`src/rtl/rs_pkg.sv`:
```
// RS(15,11) shared definitions over GF(2^8).
// Used by both the encoder and decoder wrappers.
package rs_pkg;

  localparam int N     = 15;
  localparam int K     = 11;
  localparam int SYM_W = 8;

  localparam logic [8:0]       PRIM_POLY = 9'h11D;
  localparam logic [SYM_W-1:0] ALPHA     = 8'h02;

  // generator roots alpha^0..alpha^3, one per syndrome
  localparam logic [3:0][SYM_W-1:0] ROOTS =
    {8'h08, 8'h04, 8'h02, 8'h01};

  typedef enum logic [2:0] {
    S_IDLE,
    S_SYND,
    S_CHECK,
    S_SEARCH,
    S_CORRECT,
    S_FINISH
  } state_e;

  // shift-and-add multiply, reduced mod PRIM_POLY
  function automatic logic [SYM_W-1:0] gf_mul(
    input logic [SYM_W-1:0] a,
    input logic [SYM_W-1:0] b
  );
    logic [SYM_W-1:0] p;
    logic [SYM_W-1:0] t;
    p = '0;
    t = a;
    for (int i = 0; i < SYM_W; i++) begin
      if (b[i]) p = p ^ t;
      if (t[SYM_W-1])
        t = {t[SYM_W-2:0], 1'b0} ^ PRIM_POLY[SYM_W-1:0];
      else
        t = {t[SYM_W-2:0], 1'b0};
    end
    return p;
  endfunction

endpackage

```
`src/rtl/rs_decode_wrapper_syndrome.sv`:
```
// Four Horner accumulators, one symbol per cycle,
// highest-degree coefficient first.
module rs_syndrome
  import rs_pkg::*;
(
  input  logic             clk,
  input  logic             rst_n,
  input  logic             clr,
  input  logic             en,
  input  logic [SYM_W-1:0] sym,
  output logic [SYM_W-1:0] s0,
  output logic [SYM_W-1:0] s1,
  output logic [SYM_W-1:0] s2,
  output logic [SYM_W-1:0] s3
);

  logic [3:0][SYM_W-1:0] s_q;

  // Sj <= Sj * alpha^j + sym
  always_ff @(posedge clk or negedge rst_n) begin
    if (!rst_n) begin
      s_q <= '0;
    end else if (clr) begin
      s_q <= '0;
    end else if (en) begin
      for (int j = 0; j < 4; j++)
        s_q[j] <= gf_mul(s_q[j], ROOTS[j]) ^ sym;
    end
  end

  assign s0 = s_q[0];
  assign s1 = s_q[1];
  assign s2 = s_q[2];
  assign s3 = s_q[3];

endmodule

```
`src/rtl/rs_decode_wrapper.sv`:
```
// RS(15,11) decoder: serial syndromes, sequential
// single-symbol locator search, in-place correction.
module rs_decode_wrapper
  import rs_pkg::*;
(
  input  logic               clk,
  input  logic               rst_n,
  input  logic               clrn,
  input  logic               decode_en,
  input  logic [8*N-1:0]     datain,
  output logic [8*K-1:0]     decoded_data,
  output logic               valid,
  output logic               ready,
  output logic               err_detected,
  output logic               err_corrected,
  output logic               err_uncorrectable,
  output logic [3:0]         err_pos
);

  state_e state_q, state_d;

  logic [SYM_W-1:0] cw_q [N];
  logic [3:0]       cnt_q;
  logic [3:0]       pos_q;
  logic [3:0]       loc_q;
  logic [SYM_W-1:0] x_q;
  logic             found_q;

  logic [8*K-1:0]   data_q;
  logic             valid_q;
  logic             ready_q;
  logic             det_q;
  logic             cor_q;
  logic             unc_q;
  logic [3:0]       epos_q;

  logic [SYM_W-1:0] s0, s1, s2, s3;
  logic             accept;
  logic             synd_zero;
  logic             match;

  assign accept = (state_q == S_IDLE)
                & ready_q & decode_en;

  assign synd_zero = ~|{s0, s1, s2, s3};

  // X is a candidate locator when S(j+1) = Sj * X
  assign match = (s0 != '0)
               && (s1 == gf_mul(s0, x_q))
               && (s2 == gf_mul(s1, x_q))
               && (s3 == gf_mul(s2, x_q));

  rs_syndrome u_synd (
    .clk   (clk),
    .rst_n (rst_n),
    .clr   (accept | ~clrn),
    .en    (state_q == S_SYND),
    .sym   (cw_q[cnt_q]),
    .s0    (s0),
    .s1    (s1),
    .s2    (s2),
    .s3    (s3)
  );

  // state register
  always_ff @(posedge clk or negedge rst_n) begin
    if (!rst_n)     state_q <= S_IDLE;
    else if (!clrn) state_q <= S_IDLE;
    else            state_q <= state_d;
  end

  // next-state logic
  always_comb begin
    state_d = state_q;
    unique case (state_q)
      S_IDLE:    if (accept) state_d = S_SYND;
      S_SYND:    if (cnt_q == 4'd14)
                   state_d = S_CHECK;
      S_CHECK:   state_d = synd_zero ? S_FINISH
                                     : S_SEARCH;
      S_SEARCH:  if (pos_q == 4'd0)
                   state_d = S_CORRECT;
      S_CORRECT: state_d = S_FINISH;
      S_FINISH:  state_d = S_IDLE;
      default:   state_d = S_IDLE;
    endcase
  end

  // codeword buffer, symbol counter and locator search
  always_ff @(posedge clk or negedge rst_n) begin
    if (!rst_n) begin
      for (int i = 0; i < N; i++) cw_q[i] <= '0;
      cnt_q   <= '0;
      pos_q   <= '0;
      loc_q   <= '0;
      x_q     <= '0;
      found_q <= 1'b0;
    end else if (!clrn) begin
      for (int i = 0; i < N; i++) cw_q[i] <= '0;
      cnt_q   <= '0;
      pos_q   <= '0;
      loc_q   <= '0;
      x_q     <= '0;
      found_q <= 1'b0;
    end else begin
      unique case (state_q)
        S_IDLE: begin
          if (accept) begin
            for (int i = 0; i < N; i++)
              cw_q[i] <= datain[8*i +: 8];
            cnt_q <= '0;
          end
        end
        S_SYND: begin
          cnt_q <= cnt_q + 4'd1;
        end
        S_CHECK: begin
          x_q     <= 8'h01;
          pos_q   <= 4'd14;
          found_q <= 1'b0;
        end
        S_SEARCH: begin
          if (match && !found_q) begin
            found_q <= 1'b1;
            loc_q   <= pos_q;
          end
          x_q   <= gf_mul(x_q, ALPHA);
          pos_q <= pos_q - 4'd1;
        end
        S_CORRECT: begin
          if (found_q)
            cw_q[loc_q] <= cw_q[loc_q] ^ s0;
        end
        default: ;
      endcase
    end
  end

  // output and status registers
  always_ff @(posedge clk or negedge rst_n) begin
    if (!rst_n) begin
      data_q  <= '0;
      valid_q <= 1'b0;
      ready_q <= 1'b1;
      det_q   <= 1'b0;
      cor_q   <= 1'b0;
      unc_q   <= 1'b0;
      epos_q  <= '0;
    end else if (!clrn) begin
      data_q  <= '0;
      valid_q <= 1'b0;
      ready_q <= 1'b1;
      det_q   <= 1'b0;
      cor_q   <= 1'b0;
      unc_q   <= 1'b0;
      epos_q  <= '0;
    end else begin
      valid_q <= 1'b0;
      unique case (state_q)
        S_IDLE: begin
          if (accept) begin
            ready_q <= 1'b0;
            det_q   <= 1'b0;
            cor_q   <= 1'b0;
            unc_q   <= 1'b0;
            epos_q  <= '0;
          end
        end
        S_CHECK: begin
          if (!synd_zero) det_q <= 1'b1;
        end
        S_CORRECT: begin
          if (found_q) begin
            cor_q  <= 1'b1;
            epos_q <= loc_q;
          end else begin
            unc_q  <= 1'b1;
          end
        end
        S_FINISH: begin
          for (int k = 0; k < K; k++)
            data_q[8*k +: 8] <= cw_q[k];
          valid_q <= 1'b1;
          ready_q <= 1'b1;
        end
        default: ;
      endcase
    end
  end

  assign decoded_data      = data_q;
  assign valid             = valid_q;
  assign ready             = ready_q;
  assign err_detected      = det_q;
  assign err_corrected     = cor_q;
  assign err_uncorrectable = unc_q;
  assign err_pos           = epos_q;

endmodule
```
`config.mk`:
```
export PLATFORM = sky130hd
export DESIGN_NAME = rs_decode_wrapper
export DESIGN_NICKNAME = d
export VERILOG_FILES = /design/src/rtl/rs_pkg.sv /design/src/rtl/rs_decode_wrapper_syndrome.sv /design/src/rtl/rs_decode_wrapper.sv
export SDC_FILE = /design/constraint.sdc
export NUM_CORES = 1
export LEC_CHECK = 0
export ABC_CLOCK_PERIOD_IN_PS = 3300
export BUFFER_PORTS_ARGS = -buffer_cell sky130_fd_sc_hd__buf_4
export CAP_MARGIN = 20
export CORE_MARGIN = 4
export CORE_UTILIZATION = 40
export CTS_BUF_LIST = sky130_fd_sc_hd__clkbuf_8
export DETAILED_ROUTE_END_ITERATION = 12
export GPL_TIMING_DRIVEN = 0
export SETUP_SLACK_MARGIN = 0.1
export SLEW_MARGIN = 20
export SYNTH_ARGS = -nofsm -noshare
export SYNTH_HDL_FRONTEND = slang
export SYNTH_SLANG_ARGS = --single-unit
```
`constraint.sdc`:
```
create_clock -name clk -period 3.3 [get_ports clk]
set_input_delay 0.825 -clock clk [delete_from_list [all_inputs] [get_ports clk]]
set_output_delay 0.825 -clock clk [all_outputs]
set_load 0.02 [all_outputs]
```
## Word level (Yosys, flattened, before mapping)

Index checks and enable logic that the tools add are counted.

| word-level totals | value |
|---|---|
| register bits | 273 |
| bits of input ports | 124 |
| word-level logic and storage cells | 255 |
| output and inout bits | 97 |

| cells by class | value |
|---|---|
| equality and inequality tests | 24 |
| magnitude comparators | 3 |
| add/sub/neg operators | 2 |
| reduce and logical (&&, ||, !) cells | 19 |
| bitwise operators | 58 |
| mux-type cells | 117 |

Operators with widths:

| operator | number |
|---|---|
| $mux 120 | 3 |
| $mux 8 | 44 |
| $pmux 120 s2 | 1 |
| $xor 8x8->8 | 26 |
| $mux 88 | 2 |
| $mux 5 | 26 |
| $bwmux 120 | 1 |
| $not 4->4 | 26 |
| $bmux 8 s4 | 2 |
| $mux 32 | 2 |
| $demux 8 s4 | 1 |
| $mux 4 | 8 |
| $reduce_or 32->1 | 1 |
| $eq 8x8->1 | 3 |
| $pmux 4 s2 | 3 |
| $ne 3x3->1 const B | 7 |
| $pmux 8 s2 | 1 |
| $mux 3 | 5 |
| $ne 3x1->1 const B | 5 |
| $pmux 3 s5 | 1 |
| $mux 1 | 12 |
| $reduce_and 3->1 | 4 |
| $ge 5x5->1 const B | 2 |
| $not 4->5 | 2 |
| 19 further kinds | 35 |

## Depth between registers and ports, before layout

Gate-level depths: netlist of the first run.

| depth | value |
|---|---|
| depth after elaboration | 24 |
| gate-level depth with buffers | 13 |
| gate-level depth less buffers | 9 |

## Modules after synthesis

From an unflattened synthesis of the first run, not the netlist that was laid out.

| unflattened totals | value |
|---|---|
| cells, all modules | 1795 |
| area, all modules | 17838.4 um^2 |

By module, submodules not included:

| module | area an instance (um^2) | instances | cells an instance | sequential area each (um^2) |
|---|---|---|---|---|
| rs_decode_wrapper | 16141.7 | 1 | 1644 | 6032.0 |
| rs_syndrome | 1696.6 | 1 | 151 | 800.8 |

## Worst setup path before layout of the first run

OpenSTA, ideal clock, no wires.

| path | value |
|---|---|
| path type | register to register |
| start point | register u_synd.s_q (netlist bit u_synd.s1[1]) |
| end point | register loc_q[0] |
| data required time | 3179 ps |
| period minus slack after synthesis | 2933 ps |
| setup time | 121 ps |
| stages on the path, launching flop included | 11 |
| buffers on the path | 1 |
| arrival | 2812 ps |
| path slack | 367 ps |
| cells stage by stage | dfrtp_1 -> buf_2 -> xnor3_1 -> xnor2_1 -> nand2_1 -> xor2_1 -> xnor3_4 -> or3_4 -> nor4_4 -> a31o_1 -> a21oi_1 |

| on the way | value |
|---|---|
| word-level cells in the longest chain between the ends | 22 |
| elaborated cells on any way between the ends | 30 |
| those cells by class | eq/ne: 3; mux: 12; bitwise: 10; reduce/logical: 5 |

Ends and longest elaborated chain:

| what | RTL line | RTL |
|---|---|---|
| from (decl) | rs_decode_wrapper_syndrome.sv:17 | `logic [3:0][SYM_W-1:0] s_q;` |
| from (signal, indexed assignment) | rs_decode_wrapper_syndrome.sv:27 | `s_q[j] <= gf_mul(s_q[j], ROOTS[j]) ^ sym;` |
| $not 4->4 (no source line) | n/a |  |
| $mux 5 | rs_pkg.sv:36 | `if (t[SYM_W-1])` |
| $xor 8x8->8 or $not 4->4 (tied branches) | n/a |  |
| $mux 8 or $mux 5 (tied branches) | rs_pkg.sv:35, rs_pkg.sv:36 |  |
| $xor 8x8->8 or $not 4->4 (tied branches) | n/a |  |
| $mux 8 or $mux 5 (tied branches) | rs_pkg.sv:35, rs_pkg.sv:36 |  |
| $xor 8x8->8 | rs_pkg.sv:35 | `if (b[i]) p = p ^ t;` |
| $mux 8 | rs_pkg.sv:35 |  |
| [6 not listed] | n/a |  |
| $xor 8x8->8 | rs_pkg.sv:35 |  |
| $mux 8 | rs_pkg.sv:35 |  |
| $eq 8x8->1 | rs_decode_wrapper.sv:50 | `&& (s2 == gf_mul(s1, x_q))` |
| $logic_and 1x1->1 * | rs_decode_wrapper.sv:50 |  |
| $logic_and 1x1->1 * | rs_decode_wrapper.sv:51 | `&& (s3 == gf_mul(s2, x_q));` |
| $logic_and 1x1->1 * | rs_decode_wrapper.sv:123 | `if (match && !found_q) begin` |
| $ne 2x1->1 (no source line) * | n/a |  |
| $reduce_and 2->1 (no source line) * | n/a |  |
| to (signal assigned) | rs_decode_wrapper.sv:125 | `loc_q <= pos_q;` |
| to (decl) | rs_decode_wrapper.sv:25 | `logic [3:0] loc_q;` |

Mark *: on every way between the ends. The rest lies on a longest branch, timed or not.
A chain may end at the register's enable or synchronous reset.

## Worst setup path after layout of the first run

| path | value |
|---|---|
| start point | register loc_q[0] |
| end point | register cw_q[11] (netlist bit) |

| on the way | value |
|---|---|
| word-level cells in the longest chain between the ends | 9 |
| elaborated cells on any way between the ends | 14 |
| those cells by class | order compare: 2; mux: 9; bitwise: 2; reduce/logical: 1 |

Ends and longest elaborated chain:

| what | RTL line | RTL |
|---|---|---|
| $not 4->5 (implied by the code) * | rs_decode_wrapper.sv:132 | `cw_q[loc_q] <= cw_q[loc_q] ^ s0;` |
| $ge 5x5->1 (implied by the code), or another cell as far along | rs_decode_wrapper.sv:132 |  |
| $logic_and 1x1->1 (implied by the code) or $mux 8 (tied branches) | rs_decode_wrapper.sv:132 |  |
| $mux 8 (implied by the code) | rs_decode_wrapper.sv:132 |  |
| $demux 8 s4 or $xor 8x8->8 (tied branches) | rs_decode_wrapper.sv:132 |  |
| $bwmux 120 * | rs_decode_wrapper.sv:132 |  |
| $mux 120 * | rs_decode_wrapper.sv:131 | `if (found_q)` |
| $pmux 120 s2 * | rs_decode_wrapper.sv:106 | `unique case (state_q)` |
| $mux 120 * | rs_decode_wrapper.sv:98 | `end else if (!clrn) begin` |
| to (signal, indexed assignment) | rs_decode_wrapper.sv:110 | `cw_q[i] <= datain[8*i +: 8];` |
| to (signal, indexed assignment) | rs_decode_wrapper.sv:132 |  |
| to (decl) | rs_decode_wrapper.sv:22 | `logic [SYM_W-1:0] cw_q [N];` |

Mark *: on every way between the ends. The rest lies on a longest branch, timed or not. The select of a mux whose other input is x is not followed.

==> results of run 1 <==
registers in the layout (all words and copies together) (netlist names):
signal	count
cnt_q	4
cw_q	120
decoded_data	88
err_corrected	1
err_detected	1
err_pos	4
err_uncorrectable	1
found_q	1
loc_q	4
pos_q	4
ready	1
state_q	3
u_synd.s0	8
u_synd.s1	8
u_synd.s2	8
u_synd.s3	8
valid	1
x_q	8
report_power, final:
part           switching (mW)  internal (mW)  total (mW)  leakage (nW)
Sequential               1.21           4.24        5.45          3.68
Combinational            5.99           4.04        10.0          5.11
Clock                    1.48           1.70        3.19         0.548
path summary, 6_finish.rpt:
check                                      from                      endpoint  slack [ps]  cells after the start
max                        loc_q[0]$_DFFE_PN0P_          cw_q[11]$_DFFE_PN0P_         120                      8
min                                       rst_n  decoded_data[18]$_DFFE_PN0P_         280                      1
max reg2reg                loc_q[0]$_DFFE_PN0P_          cw_q[11]$_DFFE_PN0P_         120                      8
min reg2reg                   ready$_DFFE_PN1P_             ready$_DFFE_PN1P_         480                      2
max in group asynchronous                 rst_n             ready$_DFFE_PN1P_        2070                      2
min in group clk              ready$_DFFE_PN1P_             ready$_DFFE_PN1P_         480                      2
cell usage after synthesis, types with 14 or more instances:
master    count
nand2_1     345
mux2i_1      25
clkbuf_1    104
nor2_1       64
o21ai_0     173
xnor2_1     162
buf_2        29
a21oi_1      23
dfrtp_1     272
xor2_1       83
a22oi_1     126
a22o_1       91
xnor3_1      23
nand3_1      17
mux4_2       64
inv_1        19
buf_1        14
critical path, delay by kind of cell, from the launching register on:
| kind | cells | cell delay, ps |
|---|---|---|
| xor gates and xnor gates | 1 | 370 |
| muxes | 1 | 580 |
| DFF | 1 | 390 |
| AOI/OAI and AO/OA | 3 | 650 |
| buffers and inverters | 3 | 1070 |
logic make-up (layout without fill, tap and decap cells):
family | after synthesis | count (layout)
and+or+nand+nor | 505 | 505
AOI/OAI and AO/OA | 467 | 467
xor gates and xnor gates | 281 | 281
DFF | 273 | 273
buffers and inverters | 176 | 487
muxes | 96 | 96
adders and majority gates | 3 | 3
stage by stage:
step,cells,TNS [ps],instance area [µm²]
final,2697,0,21700
after global routing,2697,0,21700
after global placement,2605,-346670,20000
after detailed placement,2608,-83330,20100
after floorplan,1801,0,17700
after CTS,2695,0,21500
cell type report:
type,instances,area [µm²]
clock inverter,23,108
buffer,153,842
clock buffer,63,867
timing repair buffer,229,1780
inverter,19,75.1
tap,585,732
multi-input combinational,1352,10500
sequential,273,6840
fill,4101,21600
repair_timing:
action	in CTS	in global routing
pin swaps	3	7
gates resized for setup	96	75
cloned	0	0
buffers inserted	3	4
endpoints found under the setup margin	157	135
metal layers:
metal	wire length (µm)	up-vias	GRT usage
li1	-	6976	-
met1	29600	8062	0.412
met2	31100	834	0.437
met3	6680	164	0.0645
met4	2600	2	0.0967
met5	13	-	0
==> impl_summary.md, run 1 <==
Setup path
The maximum cell stage delay along the critical path is 580 ps. The most frequent cell on the critical path is o21ai_0. At the worst endpoint, the arrival time is 3690 ps.

The critical path's slowest cell is mux4_2. STA classifies the critical path endpoint as a flip-flop. The critical path is of the reg2reg type. At the worst endpoint, the required time is 3810 ps.

The worst setup path is launched from a flip-flop. Walking the worst path, the cells encountered are buf_2 -> clkbuf_2 -> o21ai_0 -> mux4_2 -> xor2_4 -> clkbuf_4 -> a22oi_1 -> o21ai_0. The largest driver fanout on the critical path is 10.

Yosys
The post-synth design cell area is between 15000 and 20000 µm². The register area share after synthesis is 0.387. The number of flops mapped to enable cells by yosys is 0.

The fraction of synthesis flops using an asynchronous set or reset pin is 1.00. Measured against the total synthesized area, the mux share comes to 0.100. Of the total synthesized cell area, the portion taken by AND, OR, NAND and NOR gates is 0.122.

The largest total area in the synthesized netlist belongs to dfrtp_1. Ranked by total cell area, the synthesized netlist is headed by dfrtp_1, mux4_2, xnor2_1, nand2_1, a22oi_1. The instance count of the mapped netlist is around 1.8k.

The compound-cell area share of the yosys netlist came to 0.176. The xor and xnor area share after synthesis is 0.169. The count of distinct cell types in the synthesized netlist is 63. Yosys printed 0 warnings. The prevailing post-synth register cell is dfrtp_1.

The post-synthesis average cell area is roughly 9.8 µm². The largest family of logic cells by synthesized area is compound AO/OA/AOI/OAI gates. Of the post-synthesis cell area, the dominant cell type holds 0.386. Synthesis inferred 273 register bits. The post-synthesis share of cell area spent on full adders, half adders and majority gates is 0.00213.

The post-synth net total is 1928.

Final layout
The number of nets in the layout is ~2.2k. The number of antenna diodes in the final layout is 0. The fraction of layout cells with a size suffix above 1 is 0.252. The final core utilization is 0.501.

The top cell types in the final layout, fill and taps aside, are nand2_1, dfrtp_1, buf_4, o21ai_0, xnor2_1. From synthesis to final layout, the design area changed by 23.1%. The leading cell type in the layout, fill and taps excluded is nand2_1.

STA
The transition at the pin with the smallest max-transition slack is 1010 ps. The number of pins with negative max-slew slack in the final report is 0. Setup repair after global routing left no endpoint under its margin. The final setup slack of the worst path is around 120 ps. Measured against its own limit, the worst slew margin works out to 0.324. The worst hold slack is 281 ps. On the final layout, the worst clock skew is 23.7 ps. Dividing the final minimum period by the clock period gives 0.963. The number of hold violations in the final report is 0. Derived from the worst setup path, the maximum achievable clock frequency is around 310 MHz. The total of endpoints with negative setup slack in the final report is 0. The routed design could run at a clock period as short as approximately 3200 ps.

Route
Dividing the detail-routed wire length by the instance count gives around 26 µm. The detail route stage leaves a number of antenna-violating nets equal to 0. Detailed routing inserted a total of between 15k and 20k vias.

The via density per instance is 5.95. After detailed routing, the total wire length is approximately 70 mm. The first routing iteration left between 1.5k and 2k violations. The number of DRC violations after detailed routing is 0. The first detailed-routing pass ran for 5 iterations.

Floorplanning
The number of I/O pins is 221. The floorplan die area is 47600 µm². The area of the core region is approximately 43000 µm². The overall die height is ~220 µm. The starting density of the core is 0.407. The x dimension of the die is about 220 µm. The number of rows created at floorplan is between 70 and 80.

Run
The number of maximum-capacitance violations is 0.

Outcome
The flow ran to the end, and the final reports show no timing, DRC or antenna violations.

Global route
After global routing the overflow that remains totals 0. The all-layer global routing usage is 0.289. The largest net degree at the start of global routing is between 90 and 100. The number of antenna violations at the first check in global routing was 1.

The number of global-route vias before repair was 15.8k. The first global-routing pass estimated 104 mm of wire.

Pwr
Summed over all cells, the static leakage comes to 9.34 nW. The design draws about 19 mW. For this design the ratio of total power to cell area is 859 nW/µm². The maximum vdd ir drop is about 0.38 mV.

CTS
The H-tree was split into 2 levels. The number of clock buffers inserted by TritonCTS is 47. The clock latency of the later-clocked register in the worst-skew pair is 600 ps. After clock tree synthesis, the flow added hold-fix buffers numbering 0. The root buffer cell chosen for the clock tree is clkbuf_8.

The largest buffer count on any clock path is 3. The CTS sink count is about 270. The register clock-pin slew on the reported worst setup and hold paths is approximately 70 ps. The clock tree from TritonCTS is built.

Placement
The worst slack at placement is -1150 ps. At the end of routability-driven placement, the weighted congestion stood at 1.01. Port buffering added 219 buffers.

The HPWL after detailed placement is between 50 and 60 mm.

Min path
The path category of the worst min-delay check is in2async.
Note: power is estimated with default switching activity, not from simulation.
==> run 2: changes to the inputs <==
- CELL_PAD_IN_SITES_DETAIL_PLACEMENT: default -> 0
- CELL_PAD_IN_SITES_GLOBAL_PLACEMENT: default -> 1
- PLACE_DENSITY_LB_ADDON: default -> 0.1
==> run 2 against run 1 <==
Total power rose by 1.9%. Worst setup slack improved by 4.5 ps. Routed wire length rose by 4.7%. Global-route usage rose by 1.3 points. Clock-buffer cell count rose by 2. Sequential cell count did not move. Register-to-register slack barely moved. Non-clock buffer count rose by 3. Final cell count rose by 0.19%. Cell area rose by 0.70%. Sequential power rose by 0.7%. Largest cell class unchanged. Largest power group unchanged.
==> impl_summary.md, run 2 (same netlist as run 1, synthesis figures left out) <==
Outcome
The run finished with clean final reports.

STA
The number of pins with negative max-slew slack in the final report is 0 (unchanged). The number of hold violations in the final report came to 0 (unchanged). The total of endpoints with negative setup slack in the final report is 0 (unchanged). The final clock period utilization by the worst path is 0.962 (-0.00136). The transition at the pin with the smallest max-transition slack was 952 ps (-56.3 ps). The maximum operating frequency is 315 MHz (+0.14%). The final critical delay including setup and external delays was 3170 ps (-4.49 ps). The worst relative slew slack was 0.360 (+0.0358). The worst-case clock skew is 34.2 ps (+10.5 ps). The final setup slack of the worst path was 127 ps (+4.49 ps). Setup repair after global routing could not meet its margin everywhere.

Pwr
The power dissipated by switching net loads is 8.85 mW (+1.9%). The internal power was 10.2 mW (+1.8%). The combinational power share is 0.534 (-0.003).

The clock group share of total power was 0.178 (+0.007). The sum of internal, switching and leakage power was 19.0 mW (+1.9%). The maximum vdd ir drop came to 0.380 mV (-1.1%). The switching portion of total power is 0.465 (about the same).

The total power density per cell area was 869 nW/µm² (+1.1%). The portion of total power attributed to sequential cells is 0.289 (-0.003). The cell leakage power is 9.40 nW (+0.63%).

Final layout
The filler cell count in the final layout is 4141 (+0.98%). The library cells used most frequently in the layout, excluding fill and tap cells, are nand2_1, dfrtp_1, buf_4, o21ai_0, xnor2_1. The final core utilization was 0.505 (+0.00352). The total area of multi-input combinational cells came to 10500 µm² (+0.30%). The fraction of layout cells with a size suffix above 1 is 0.255 (+0.00224). The area of all sequential standard cells was 6830 µm² (about the same).

The library cell used most frequently in the layout, excluding fill and tap cells, is nand2_1. The number of nets in the layout is 2208 (+0.27%). The flip-flop count of the largest register, all copies and words added was 120 (unchanged).

cw_q holds more flip-flops than any other register. The count of antenna diodes in the layout came to 0 (unchanged). The count of non-filler cells in the finished layout is 2702 (+0.19%). The layout-stage area growth over the synthesis result is 24.0%.

Setup path
The type of the setup path with the least slack is reg2reg. STA classifies the critical path startpoint as a flip-flop. The most numerous cell type found on the critical path is xnor2_1. The critical path goes through clkbuf_2 -> nand2_1 -> xor2_1 -> xnor2_1 -> xnor3_2 -> xnor2_1 -> or4_1 -> o311ai_4 -> buf_12 -> nand4_1 -> a21oi_1. The worst setup path is captured at a flip-flop. The worst path required time is 3830 ps (+20 ps). The maximum cell stage delay along the critical path came to 510 ps (-70 ps). The depth of the most critical reg-to-reg path is 11 (+3).

The buffers plus inverters on the worst setup path is 2 (-1). For this design, the slowest cell found on the critical path is dfrtp_1. Among cell families on the critical path, the largest total delay comes from XOR/XNOR gates. The largest driver fanout on the critical path is 10 (unchanged). The arrival time at the worst endpoint is 3710 ps (+20 ps). The cell count along the critical path is 11 (+3).

Min path
In this run the worst hold path is classified as in2async.

Route
The number of iterations in the first detailed-routing pass is 5 (unchanged). The per-cell routed wire length is 27.1 µm (+4.5%). The first-iteration detailed-routing DRC count is 1481 (-12%). The number of DRC violations after detailed routing is 0 (unchanged). The total via count in the routed design is 16.0k (-0.12%). The final antenna-violating net count is 0 (unchanged).

The via density per instance is 5.93 (-0.30%). The final wirelength is 73.3 mm (+4.7%).

CTS
TritonCTS built the clock tree. The CTS sink count is 273 (unchanged). The register clock-pin slew on the reported worst setup and hold paths is 60 ps (about the same).

The clock latency of the later-clocked register in the worst-skew pair was 650 ps (+50 ps). The clock root buffer is clkbuf_8. The deepest level of the CTS H-tree is 2 (unchanged).

The number of clock buffers inserted by TritonCTS is 50 (+6.4%). The number of hold buffers added after CTS came to 0 (unchanged). The largest buffer count on any clock path came to 3 (unchanged).

Placement
The number of buffers inserted by port buffering is 219 (unchanged). The HPWL after detailed placement is 54.8 mm (+4.9%). The worst slack at placement was -1110 ps (+39.6 ps). The final RePlAce weighted congestion was 0.990 (-1.5%). The placed instance count came to 2609 (+0.038%).

Floorplanning
The starting density of the core was 0.407 (unchanged). The floorplan die area was 47600 µm² (unchanged). The number of I/O pins was 221 (unchanged). The x dimension of the die is 218 µm (unchanged).

The area of the core region is 43400 µm² (unchanged). The overall die height came to 218 µm (unchanged). The number of rows created at floorplan is 76 (unchanged).

Global route
The all-layer global routing usage came to 0.302 (+0.0135). The total congestion overflow after global routing came to 0 (unchanged). The largest net degree at the start of global routing is 97 (unchanged). The number of antenna violations at the first check in global routing is 5 (+4). The first-pass GRT wire length was 107 mm (+2.9%). The number of global-route vias before repair is 15.7k (-0.77%).

Run
The number of maximum-capacitance violations is 0 (unchanged).
==> run 2: cell count changes in the layout (fill, tap and decap cells not counted), moves of 3 or more <==
cell      before  now
clkbuf_1      68   65
clkbuf_2      15   12
xnor2_2       13   10
clkbuf_4      26   29
==> run 2: worst register-to-register path, cell delays in order (launching register included) <==
cell,delay [ps]
dfrtp_1,510
clkbuf_2,360
nand2_1,110
xor2_1,170
xnor2_1,200
xnor3_2,500
xnor2_1,160
or4_1,460
o311ai_4,120
buf_12,170
nand4_1,100
a21oi_1,220
==> run 2: power groups by stage <==
stage / Combinational, mW / Clock [mW] / Sequential [mW]
3_3_place_gp: 9.14 / 0 / 5.44
5_1_grt: 10.8 / 3.60 / 5.56
6_report: 10.2 / 3.38 / 5.49
2_1_floorplan: 6.27 / 0 / 4.89
3_5_place_dp: 9.22 / 0 / 5.48
4_1_cts: 9.59 / 3.43 / 5.43
==> run 2: through the flow <==
stage	instance area, µm²	setup TNS, ps	hold slack [ps]
CTS	21500	0	17.9
global placement	20000	-398030	478
global route	21900	0	30.1
finish	21900	0	39.8
detailed placement	20100	-96930	487
floorplan	17700	0	461
==> run 2: what timing repair did <==
action	in CTS	in global routing
buffers inserted	1	9
endpoints found under the hold margin	0	0
setup endpoints to repair	158	122
pin swaps	1	4
resized for setup	97	88
==> run 2: path summary, 6_finish.rpt <==
kind,to,slack [ps],startpoint
min in group clk,cw_q[47]$_DFFE_PN0P_,480,datain[79]
worst max register to register,loc_q[3]$_DFFE_PN0P_,130,x_q[1]$_DFFE_PN0P_
worst max-delay path,loc_q[3]$_DFFE_PN0P_,130,x_q[1]$_DFFE_PN0P_
worst min register to register,decoded_data[77]$_DFFE_PN0P_,500,decoded_data[77]$_DFFE_PN0P_
worst min-delay path,decoded_data[82]$_DFFE_PN0P_,40,rst_n
max in group asynchronous,decoded_data[52]$_DFFE_PN0P_,2090,rst_n
==> run 2: final cells by class <==
| type | instances | share of cell area |
|---|---|---|
| multi-input cells | 1352 | 0.481 |
| flip-flops and latches | 273 | 0.312 |
| repair buffers | 233 | 0.0838 |
| clock buffers | 65 | 0.0409 |
| plain buffers | 152 | 0.0392 |
| well taps | 585 | 0.0334 |
| clock inverters | 23 | 0.00629 |
| inverters | 19 | 0.00343 |
==> run 2: per-layer routing <==
layer  share of wire  track usage
met5         0.00027            0
met4           0.029       0.0855
met3           0.081       0.0527
met2            0.45        0.460
met1            0.44        0.446
==> run 3: changes to the inputs <==
- ABC_CLOCK_PERIOD_IN_PS: 3300 -> 2600
- CTS_BUF_LIST: sky130_fd_sc_hd__clkbuf_8 -> default
- clock period: 3.3 -> 2.6 ns (I/O delays scaled with it)
==> run 3 against run 2 <==
The flow now finishes with violations (setup timing). Sequential cell count unchanged. Die area unchanged. Total power increased by 40%. Critical path depth unchanged. Non-clock buffer count increased by 35. Worst setup slack got worse by 530 ps. Clock-buffer cell count decreased by 20. Fmax increased by 5.7%. Core utilization increased by 2.6 points. Sequential power increased by 29%. Clock skew decreased by 21 ps.
==> impl_summary.md, run 3 (same netlist as run 1, synthesis figures left out) <==
Pwr
The total power density per cell area is 1160 nW/µm² (+33%). The cell leakage power came to 9.77 nW (+3.9%). The clock group share of total power was 0.169 (-0.009).

The combinational power share is 0.567 (+0.033). The internal power was 14.7 mW (+44%). The maximum vdd ir drop was 0.559 mV (+47%). The power dissipated by switching net loads is 12.0 mW (+36%).

The portion of total power attributed to sequential cells is 0.265 (-0.024). The switching portion of total power is 0.450 (-0.0152).

Setup path
The worst setup path is launched from a flip-flop. The worst setup slack for register-to-register paths came to -400 ps (-530 ps). The largest driver fanout on the critical path is 8 (-2). The critical path goes through buf_12 -> xnor3_2 -> xnor2_4 -> nand2_2 -> xor2_1 -> xnor3_4 -> or3_4 -> nor4_4 -> buf_6 -> nand4_1 -> a21oi_2. The arrival time at the worst endpoint is 3500 ps (-210 ps). The maximum cell stage delay along the critical path came to 420 ps (-90 ps). By startpoint and endpoint, the worst setup path is classified as reg2reg. The worst path required time is 3100 ps (-730 ps). The critical path's slowest cell is or3_4. The nature of the critical path endpoint is a flip-flop.

Floorplanning
The x dimension of the die is 218 µm (unchanged). The overall die height is 218 µm (unchanged). The number of I/O pins is 221 (unchanged). The floorplan die area is 47600 µm² (unchanged). The area of the core region was 43400 µm² (unchanged). The starting density of the core is 0.407 (unchanged). The number of rows created at floorplan is 76 (unchanged).

Final layout
The flip-flop count of the largest register, all copies and words added was 120 (unchanged). The filler cell count in the final layout is 3991 (-3.6%). The fraction of layout cells with a size suffix above 1 is 0.299 (+0.0443). The count of antenna diodes in the layout was 0 (unchanged). In the layout the commonest cells are nand2_1, buf_4, dfrtp_1, o21ai_0, xnor2_1.

The leading cell type in the layout, fill and taps excluded is nand2_1. The area growth from synthesis to layout is 30.3%. The count of non-filler cells in the finished layout is 2706 (+0.15%).

Counting flops per register, the top entry is cw_q. The number of nets in the layout came to 2225 (+0.77%).

STA
The number of hold violations in the final report is 0 (unchanged). The final setup slack of the worst path came to -402 ps (-528 ps). The total of endpoints with negative setup slack in the final report is 101 (+101).

The worst relative slew slack was 0.335 (-0.0249). The worst-case clock skew is 12.8 ps (-21.5 ps). The transition at the pin with the smallest max-transition slack is 989 ps (+37.0 ps). The worst hold slack came to 69.9 ps (+30.1 ps). The final critical delay including setup and external delays came to 3000 ps (-172 ps).

The maximum operating frequency is 333 MHz (+5.7%). The number of pins with negative max-slew slack in the final report was 0 (unchanged). The total negative setup slack was -7380 ps (-7380 ps). The final clock period utilization by the worst path is 1.15 (+0.193). Setup repair after global routing could not meet its margin everywhere.

Placement
The placed instance count is 2608 (-0.038%). The worst slack at placement is -1500 ps (-389 ps). The HPWL after detailed placement is 54.5 mm (-0.56%).

The final RePlAce weighted congestion is 0.980 (-1.1%). The number of buffers inserted by port buffering is 219 (unchanged).

Global route
The total congestion overflow after global routing is 0 (unchanged). The largest net degree at the start of global routing is 97 (unchanged). The number of global-route vias before repair was 15.6k (-0.55%). The all-layer global routing usage is 0.302 (-0.000640).

The number of antenna violations at the first check in global routing came to 4 (-1). The first-pass GRT wire length is 107 mm (+0.70%).

Route
The per-cell routed wire length came to 27.1 µm (about the same). The number of DRC violations after detailed routing came to 0 (unchanged). The total via count in the routed design is 16.1k (+0.33%). The via density per instance is 5.94 (+0.18%).

The final antenna-violating net count is 0 (unchanged). The number of iterations in the first detailed-routing pass came to 5 (unchanged). The first-iteration detailed-routing DRC count is 1793 (+21%). The final wirelength is 73.4 mm (+0.13%).

CTS
The clock latency of the later-clocked register in the worst-skew pair is 590 ps (-60 ps). The deepest level of the CTS H-tree came to 1 (-1). The register clock-pin slew on the reported worst setup and hold paths was 60 ps (about the same). The clock tree from TritonCTS is built. The largest buffer count on any clock path was 3 (unchanged). The CTS sink count is 273 (unchanged). The number of clock buffers inserted by TritonCTS is 31 (-38%). The clock root buffer is clkbuf_16.

Min path
The path category of the worst min-delay check is in2async.

Outcome
The final reports fail on setup timing. The run finished, with violations left.

Run
The number of maximum-capacitance violations is 0 (unchanged).
==> run 3: changes by cell type in the layout (fill, tap and decap cells not counted), moves of 10 or more <==
cell and change:
clkbuf_8 -43, buf_4 +40, clkbuf_16 +35, clkbuf_4 -18, inv_1 -16, buf_2 -15, clkbuf_1 -12, xnor2_1 -12
buf_8 +11, dfrtp_1 -11, dfrtp_2 +11, buf_12 +10
==> run 3: metrics by stage <==
stage / total power [mW] / util / area (µm²)
global route: 27.7 / 0.531 / 23000
detailed placement: 18.9 / 0.466 / 20200
global placement: 18.8 / 0.464 / 20100
floorplan: 14.3 / - / 17800
CTS: 25.5 / 0.518 / 22500
finish: 26.7 / 0.531 / 23000
==> run 3: per-layer routing <==
| layer | GRT usage | vias to the layer above | wire, µm |
|---|---|---|---|
| met5 | 0 | - | 28 |
| met4 | 0.0691 | 6 | 1900 |
| met3 | 0.0525 | 99 | 6490 |
| met2 | 0.456 | 813 | 32800 |
| met1 | 0.454 | 8143 | 32100 |
| li1 | - | 7011 | - |
==> run 3: area by class of cell <==
cell class | count | area [µm²] | area share
multi-input cells | 1353 | 10900 | 0.475
flip-flops and latches | 273 | 6850 | 0.298
repair buffers | 270 | 2190 | 0.0951
plain buffers | 150 | 1200 | 0.0522
clock buffers | 45 | 938 | 0.0408
well taps | 585 | 732 | 0.0318
clock inverters | 11 | 92.6 | 0.00403
inverters | 19 | 78.8 | 0.00343
==> run 3: timing repair <==
item | CTS | global route
setup buffers | 29 | 18
gates resized for setup | 217 | 111
hold buffers | 0 | 0
setup endpoints to repair | 206 | 186
gates cloned | 2 | 0
pin swaps | 20 | 31
==> run 3: path summary, 6_finish.rpt <==
path,from,to,cells after the start
setup / recovery,u_synd.s1[1]$_DFFE_PN0P_,loc_q[2]$_DFFE_PN0P_,11
hold / removal,rst_n,decoded_data[79]$_DFFE_PN0P_,1
setup reg to reg,u_synd.s1[1]$_DFFE_PN0P_,loc_q[2]$_DFFE_PN0P_,11
hold reg to reg,decoded_data[10]$_DFFE_PN0P_,decoded_data[10]$_DFFE_PN0P_,1
max in group asynchronous,rst_n,decoded_data[54]$_DFFE_PN0P_,2
min in group clk,datain[51],cw_q[67]$_DFFE_PN0P_,3
==> run 3: critical path, delay by kind of cell, from the launching register on <==
family                 cells  cell delay, ps
XOR/XNOR                   4            1200
AND/OR/NAND/NOR            4             850
flip-flops                 1             390
buffers and inverters      2             310
AO/OA/AOI/OAI              1             170
==> run 3: power by group through the flow <==
stage / clock network, mW / registers, mW / logic [mW]
floorplan: 0 / 6.21 / 8.12
global placement: 0 / 6.94 / 11.9
detailed placement: 0 / 6.98 / 11.9
CTS: 4.54 / 6.98 / 13.9
global route: 4.72 / 7.16 / 15.8
finish: 4.50 / 7.06 / 15.1
